--- src/rtl/gray_conv_arb.sv ---
// Round-robin arbiter that shares one two-stage registered binary<->gray converter
// among NUM_REQ requesters and returns each result tagged with its requester index.
module gray_conv_arb #(
  parameter int unsigned NUM_REQ    = 4,
  parameter int unsigned DATA_WIDTH = 8,
  localparam int unsigned ID_W      = (NUM_REQ > 1) ? $clog2(NUM_REQ) : 1
) (
  input  logic                                clk,
  input  logic                                rst,
  input  logic [NUM_REQ-1:0]                  req_valid,
  input  logic [NUM_REQ-1:0]                  req_dir,
  input  logic [NUM_REQ*(DATA_WIDTH+1)-1:0]   req_data,
  output logic [NUM_REQ-1:0]                  req_ready,
  output logic                                rsp_valid,
  output logic [ID_W-1:0]                     rsp_id,
  output logic                                rsp_dir,
  output logic [DATA_WIDTH:0]                 rsp_data,
  input  logic                                rsp_ready
);

  localparam int unsigned W = DATA_WIDTH + 1;

  logic [ID_W-1:0] rr_ptr_q, rr_ptr_d;
  logic            s1_valid_q, s1_valid_d;
  logic [ID_W-1:0] s1_id_q, s1_id_d;
  logic            s1_dir_q, s1_dir_d;
  logic [W-1:0]    s1_data_q, s1_data_d;
  logic            rsp_valid_q, rsp_valid_d;
  logic [ID_W-1:0] rsp_id_q, rsp_id_d;
  logic            rsp_dir_q, rsp_dir_d;
  logic [W-1:0]    rsp_data_q, rsp_data_d;

  logic            s1_en, s2_en;
  logic            win_found, accept;
  logic [ID_W-1:0] win_id;
  logic [ID_W:0]   scan_idx;
  logic [W-1:0]    req_data_sel;
  logic [W-1:0]    b2g, g2b;
  logic            par;

  assign s2_en  = ~rsp_valid_q | rsp_ready;
  assign s1_en  = ~s1_valid_q | s2_en;
  assign accept = s1_en & ~rst & win_found;

  // Scan rr_ptr, rr_ptr+1, ... with an explicit modulo so non-power-of-2 counts wrap correctly.
  always_comb begin
    win_found = 1'b0;
    win_id    = '0;
    scan_idx  = '0;
    for (int unsigned k = 0; k < NUM_REQ; k++) begin
      scan_idx = {1'b0, rr_ptr_q} + (ID_W+1)'(k);
      if (scan_idx >= (ID_W+1)'(NUM_REQ)) begin
        scan_idx = scan_idx - (ID_W+1)'(NUM_REQ);
      end
      if (!win_found && req_valid[scan_idx[ID_W-1:0]]) begin
        win_found = 1'b1;
        win_id    = scan_idx[ID_W-1:0];
      end
    end
  end

  always_comb begin
    req_ready = '0;
    if (accept) begin
      req_ready[win_id] = 1'b1;
    end
  end

  always_comb begin
    req_data_sel = '0;
    for (int unsigned i = 0; i < NUM_REQ; i++) begin
      if (req_ready[i]) begin
        req_data_sel = req_data[i*W +: W];
      end
    end
  end

  // Shared converter: both directions computed from S1, selected by the captured direction.
  assign b2g = s1_data_q ^ (s1_data_q >> 1);

  always_comb begin
    g2b = '0;
    par = 1'b0;
    for (int k = int'(DATA_WIDTH); k >= 0; k--) begin
      par    = par ^ s1_data_q[k];
      g2b[k] = par;
    end
  end

  always_comb begin
    rr_ptr_d    = rr_ptr_q;
    s1_valid_d  = s1_valid_q;
    s1_id_d     = s1_id_q;
    s1_dir_d    = s1_dir_q;
    s1_data_d   = s1_data_q;
    rsp_valid_d = rsp_valid_q;
    rsp_id_d    = rsp_id_q;
    rsp_dir_d   = rsp_dir_q;
    rsp_data_d  = rsp_data_q;

    if (accept) begin
      rr_ptr_d = (win_id == ID_W'(NUM_REQ - 1)) ? '0 : win_id + ID_W'(1);
    end

    if (s1_en) begin
      s1_valid_d = accept;
      if (accept) begin
        s1_id_d   = win_id;
        s1_dir_d  = req_dir[win_id];
        s1_data_d = req_data_sel;
      end
    end

    if (s2_en) begin
      rsp_valid_d = s1_valid_q;
      rsp_id_d    = s1_id_q;
      rsp_dir_d   = s1_dir_q;
      rsp_data_d  = s1_dir_q ? b2g : g2b;
    end
  end

  always_ff @(posedge clk) begin
    if (rst) begin
      rr_ptr_q    <= '0;
      s1_valid_q  <= 1'b0;
      s1_id_q     <= '0;
      s1_dir_q    <= 1'b0;
      s1_data_q   <= '0;
      rsp_valid_q <= 1'b0;
      rsp_id_q    <= '0;
      rsp_dir_q   <= 1'b0;
      rsp_data_q  <= '0;
    end else begin
      rr_ptr_q    <= rr_ptr_d;
      s1_valid_q  <= s1_valid_d;
      s1_id_q     <= s1_id_d;
      s1_dir_q    <= s1_dir_d;
      s1_data_q   <= s1_data_d;
      rsp_valid_q <= rsp_valid_d;
      rsp_id_q    <= rsp_id_d;
      rsp_dir_q   <= rsp_dir_d;
      rsp_data_q  <= rsp_data_d;
    end
  end

  assign rsp_valid = rsp_valid_q;
  assign rsp_id    = rsp_id_q;
  assign rsp_dir   = rsp_dir_q;
  assign rsp_data  = rsp_data_q;

endmodule

--- config.mk ---
export PLATFORM = sky130hd
export DESIGN_NAME = gray_conv_arb
export DESIGN_NICKNAME = d
export VERILOG_FILES = /design/src/rtl/gray_conv_arb.sv
export SDC_FILE = /design/constraint.sdc
export NUM_CORES = 1
export LEC_CHECK = 0
export CAP_MARGIN = 20
export CORE_MARGIN = 3
export CORE_UTILIZATION = 44
export DETAILED_ROUTE_END_ITERATION = 10
export GPL_ROUTABILITY_DRIVEN = 0
export GPL_TIMING_DRIVEN = 1
export PLACE_DENSITY = 0.79
export SYNTH_ARGS = -nofsm -noshare
export SYNTH_HDL_FRONTEND = slang
export SYNTH_SLANG_ARGS = --single-unit
--- constraint.sdc ---
create_clock -name clk -period 2.6 [get_ports clk]
set_input_delay 0.52 -clock clk [delete_from_list [all_inputs] [get_ports clk]]
set_output_delay 0.52 -clock clk [all_outputs]
set_load 0.05 [all_outputs]
==> results <==
- The critical path in this run is classified as in -> out.
- The warning count from the yosys run is 0.
- The element type at the critical path end is an output pin.
- The largest single stage delay on the critical path is 0.27 ns.
- Once layout is complete, the cells apart from fillers number 341.
- Across all layers, the routed design uses between 1,500 and 2,000 vias.
- The count of fill cells added during filler insertion is between 200 and 300.
- Across every metal layer, demand over resource in global routing totals 22.9%.
- The clock-pin slew on the worst setup and hold paths is 0.09 ns.
- The worst setup slack after placement is -0.396 ns.
- The die is between 60 and 70 um tall.
- Synthesis produced roughly 210 cells.
- In the routed layout, each cell is associated on average with a via count of about 5.4.
- The average detailed-routed wire length per instance is ~15 um.
- The share of synthesized area occupied by flip-flops and latches is 32.4%.
- The number of global-route vias before repair is ~1,700.
- The number of placed instances with taps included is roughly 330.
- The number of core rows is 22.
- The CTS buffer count is 3.
- The multiplexer share of the synthesized area is under 10%.
- The number of buffers between clock root and the deepest sink is 2.
- The number of max-cap violations is 0.
- In the global route stage, met3 resource usage came out at under 10%.
- Across all setup checks in the final design, the least slack found is between 0.08 and 0.09 ns.
- The first detailed-routing pass ran for 4 iterations.
- Dividing total power by cell area gives a power density of ~780 nW/um^2.
- The first-pass GRT wire length is 8.10 mm.
- The adder and majority gate portion of the synthesized area is slightly below 3%.
- Traced cell by cell, the critical path runs through dlygate4sd2_1 -> mux2i_1 -> o22ai_2 -> or2_4 -> buf_4 -> ha_1 -> and2_4 -> buf_6.
- The count of endpoints failing hold in the final timing report is 0.
- Data on the critical path is required at its endpoint by approximately 2.1 ns.
- The number of buffer cells added on primary ports is 63.
- The run finished with clean final reports.
- The cell leakage power is approximately 1.1 nW.
- The part of the power in combinational logic is a little over half.
- The DRC violation total after the first TritonRoute iteration is a little under 80.
- The slowest stage of the critical path is the dlygate4sd2_1 cell.
- The root cell of the clock tree is clkbuf_8.
- Detailed placement ended at an HPWL of between 3 and 4 mm.
- After detailed routing, the total wire length is ~5.2 mm.
- Adding up every negative setup slack in the final design gives 0 ns.
- Counting flops with a built-in enable in the synthesized netlist gives 0.
- The switching part of the total power is around 39%.
- The final-report max-slew violation count is 0.
- After detailed placement, the total cell area comes to about 2500 um^2.
- Headroom to the max-slew limit came out at about two thirds.
- Once the floorplan was initialized, standard cells occupied around 47% of the core.
- For the worst setup path, the data arrival time is roughly 2 ns.
- The largest net degree at the start of global routing is 23.
- The synthesized netlist net count is roughly 260.
- The die extent in x is 68.7 um.
- Summing the areas of all compound-gate instances in the mapped netlist gives between 20 and 25% of the synthesized area.
- For this run, the post-layout net count is roughly 350.
- The share of the synthesized netlist area taken by xor and xnor gates is under 10%.
- The total die area is between 4000 and 5000 um^2.
- In this run the number of H-tree levels came out at 1.
- The ratio of cells with drive above 1 in the final layout is approximately a fifth.
- The I/O pin count is 64.
- The post-detailed-route count of antenna-violating nets is 0.
- The largest family of logic cells by synthesized area is compound AO/OA/AOI/OAI gates.
- Setup repair after global routing could not meet its margin everywhere.
- The share of total power dissipated in sequential elements is just under 30%.
- The number of antenna violations at the first check in global routing is 0.
- The worst hold slack across all endpoints is 0.458 ns.
- The per-instance average area after synthesis is approximately 8.2 um^2.
- At the later pin of the worst-skew pair, clock insertion delay measures between 0.2 and 0.3 ns.
- Measured on the finished design, the core utilization comes to approximately three quarters.
- The top flip-flop cell by instance count after synthesis is dfxtp_1.
- Setup violations remaining at the end of the flow were counted as 0.
- Global routing used between 20% and 30% of the available met1 tracks.
- The number of hold buffers added after CTS is 0.
- The area of the placeable core is 3720 um^2.
- Summed over all nets, the switching power comes to approximately 820 uW.
- The worst hold path belongs to the class reg -> reg.
- For the pin with the worst max-slew slack, the measured transition is roughly 0.50 ns.
- The startpoint class of the critical path is an input port.
- For this run, the top clock speed supported by timing is 397 MHz.
- Summing the areas of all and, or, nand and nor instances in the mapped netlist gives about a quarter of the synthesized area.
- The remaining design rule violation count is 0.
- The total clock sinks is 28.
- The internal power of the cells totals about 1.3 mW.
- The number of distinct library cell variants in the gate-level netlist after synthesis is 43.
- The area added between synthesis and finish is 57.4%.
- Across the routed clock network, the largest skew measured is 0.0101 ns.
- The cell area that synthesis handed to floorplanning was between 1500 and 2000 um^2.
- In this run the worst path has a maximum fanout of 4.
- The finished cells cover about 2700 um^2.
- For met2 alone, demand over resource in global routing was between 40% and 50%.
- Of the available clock period, the critical path in the final layout requires slightly below 100%.
- The worst-case IR drop observed on VDD is ~0.34 mV.
- The register bit count reported by yosys is 28.
- The part of the power in the clock network is between 10% and 20%.
- met2 is the most crowded layer.
- Summing internal, switching and leakage power gives 2.13 mW.
- TritonCTS built the clock tree.
- After global routing the overflow that remains totals 0.
- Subtracting the final worst setup slack from the clock period gives between 2 and 3 ns.
- The number of diodes is 0.
- Counting flops with an async set or reset pin after synthesis yields a share of 0%.
-- final cells by class --
type | count | area [um^2] | area share [%]
clock buffers | 3 | 41.3 | 1.52
repair buffers | 91 | 857 | 31.5
flip-flops and latches | 28 | 562 | 20.6
well taps | 48 | 60.1 | 2.20
clock inverters | 1 | 30.0 | 1.10
multi-input cells | 159 | 1130 | 41.6
inverters | 11 | 41.3 | 1.52
-- critical path: cells and delay by family --
kind,cells,cell delay [ns]
multiplexers,1,0.18
AND/OR/NAND/NOR,2,0.41
adder cells (fa/ha/maj),1,0.22
AO/OA/AOI/OAI,1,0.10
buffers and inverters,3,0.56
-- flip-flops by register name, indices dropped and copies added (netlist names) --
register and count:
rsp_dir 1, rr_ptr_q 2, s1_id_q 2, rsp_data 9
rsp_id 2, s1_data_q 9, rsp_valid 1, s1_dir_q 1
s1_valid_q 1
-- cells in the mapped netlist (all sizes together), types with 2 or more instances --
| cell type | n | area (um^2) |
|---|---|---|
| nand2 | 29 | 109 |
| nor2 | 9 | 33.8 |
| clkbuf | 9 | 33.8 |
| buf | 4 | 18.8 |
| xnor3 | 2 | 50.1 |
| xnor2 | 9 | 105 |
| and3 | 5 | 31.3 |
| a211oi | 4 | 35.0 |
| ha | 4 | 50.1 |
| nor4 | 2 | 18.8 |
| inv | 11 | 41.3 |
| a311o | 2 | 20.0 |
| dfxtp | 28 | 561 |
| nor3 | 4 | 20.0 |
| a2111oi | 2 | 37.5 |
| o21ai | 7 | 35.0 |
| a221oi | 9 | 78.8 |
| a211o | 7 | 61.3 |
| a31oi | 7 | 43.8 |
| and2 | 4 | 25.0 |
| xor2 | 2 | 17.5 |
| nor2b | 6 | 37.5 |
| a21oi | 14 | 70.1 |
| nand2b | 5 | 31.3 |
| nand3 | 14 | 70.1 |
| mux2i | 2 | 20.0 |
-- kinds of logic after synthesis --
logic type	after synthesis
AOI/OAI and AO/OA	57
xor gates and xnor gates	13
adders and majority gates	4
buffers and inverters	24
DFF	28
muxes	2
and+or+nand+nor	83
-- per-layer routing --
layer	share of wire (%)	wire, um
met1	43	2250
met5	0	0
met3	3.6	188
met2	52	2740
met4	1.2	63
-- power by group through the flow --
stage / Sequential [mW] / Combinational (mW) / Clock (mW)
2_1_floorplan: 0.768 / 0.561 / 0
3_3_place_gp: 0.629 / 1.04 / 0
3_5_place_dp: 0.632 / 1.06 / 0
4_1_cts: 0.623 / 1.13 / 0.349
5_1_grt: 0.641 / 1.25 / 0.365
6_report: 0.627 / 1.15 / 0.345
-- worst paths after layout --
kind                              startpoint           end  slack (ns)  depth (start not counted)
worst max-delay path            req_valid[2]  req_ready[2]        0.08                          8
worst min-delay path               rsp_id[1]     rsp_id[1]        0.46                          2
worst max register to register   rr_ptr_q[1]  s1_data_q[7]        0.21                         12
worst min register to register     rsp_id[1]     rsp_id[1]        0.46                          2
-- placed cells by master, fill, tap and decap left out, drive strengths merged --
cell	Yosys	routed
clkdlybuf4s50	0	55
a31oi	7	7
a221oi	9	9
or3	1	1
nand4b	1	1
dlygate4sd2	0	4
dfxtp	28	28
ha	4	4
o21ai	7	7
xnor2	9	9
o31ai	1	1
bufinv	0	1
nor3	4	4
or2	1	1
inv	11	11
nor2b	6	6
and2	4	4
a311o	2	2
nand3	14	14
and4	1	1
a21oi	14	14
o21a	1	1
mux2i	2	2
nand2b	5	5
and3	5	5
nor3b	1	1
nor4	2	2
nand2	29	29
nor2	9	9
a31o	1	1
a211o	7	7
buf	4	32
xnor3	2	2
a21o	1	1
xor2	2	2
clkbuf	9	3
o22ai	1	1
a2111oi	2	2
a211oi	4	4
-- repair_timing --
item,in CTS,in global routing
hold endpoints to repair,0,0
resized for setup,20,2
setup endpoints to repair,11,4
cloned,0,0
pin swaps,3,0
setup buffers,2,2
Note: power is estimated with default switching activity, not from simulation.
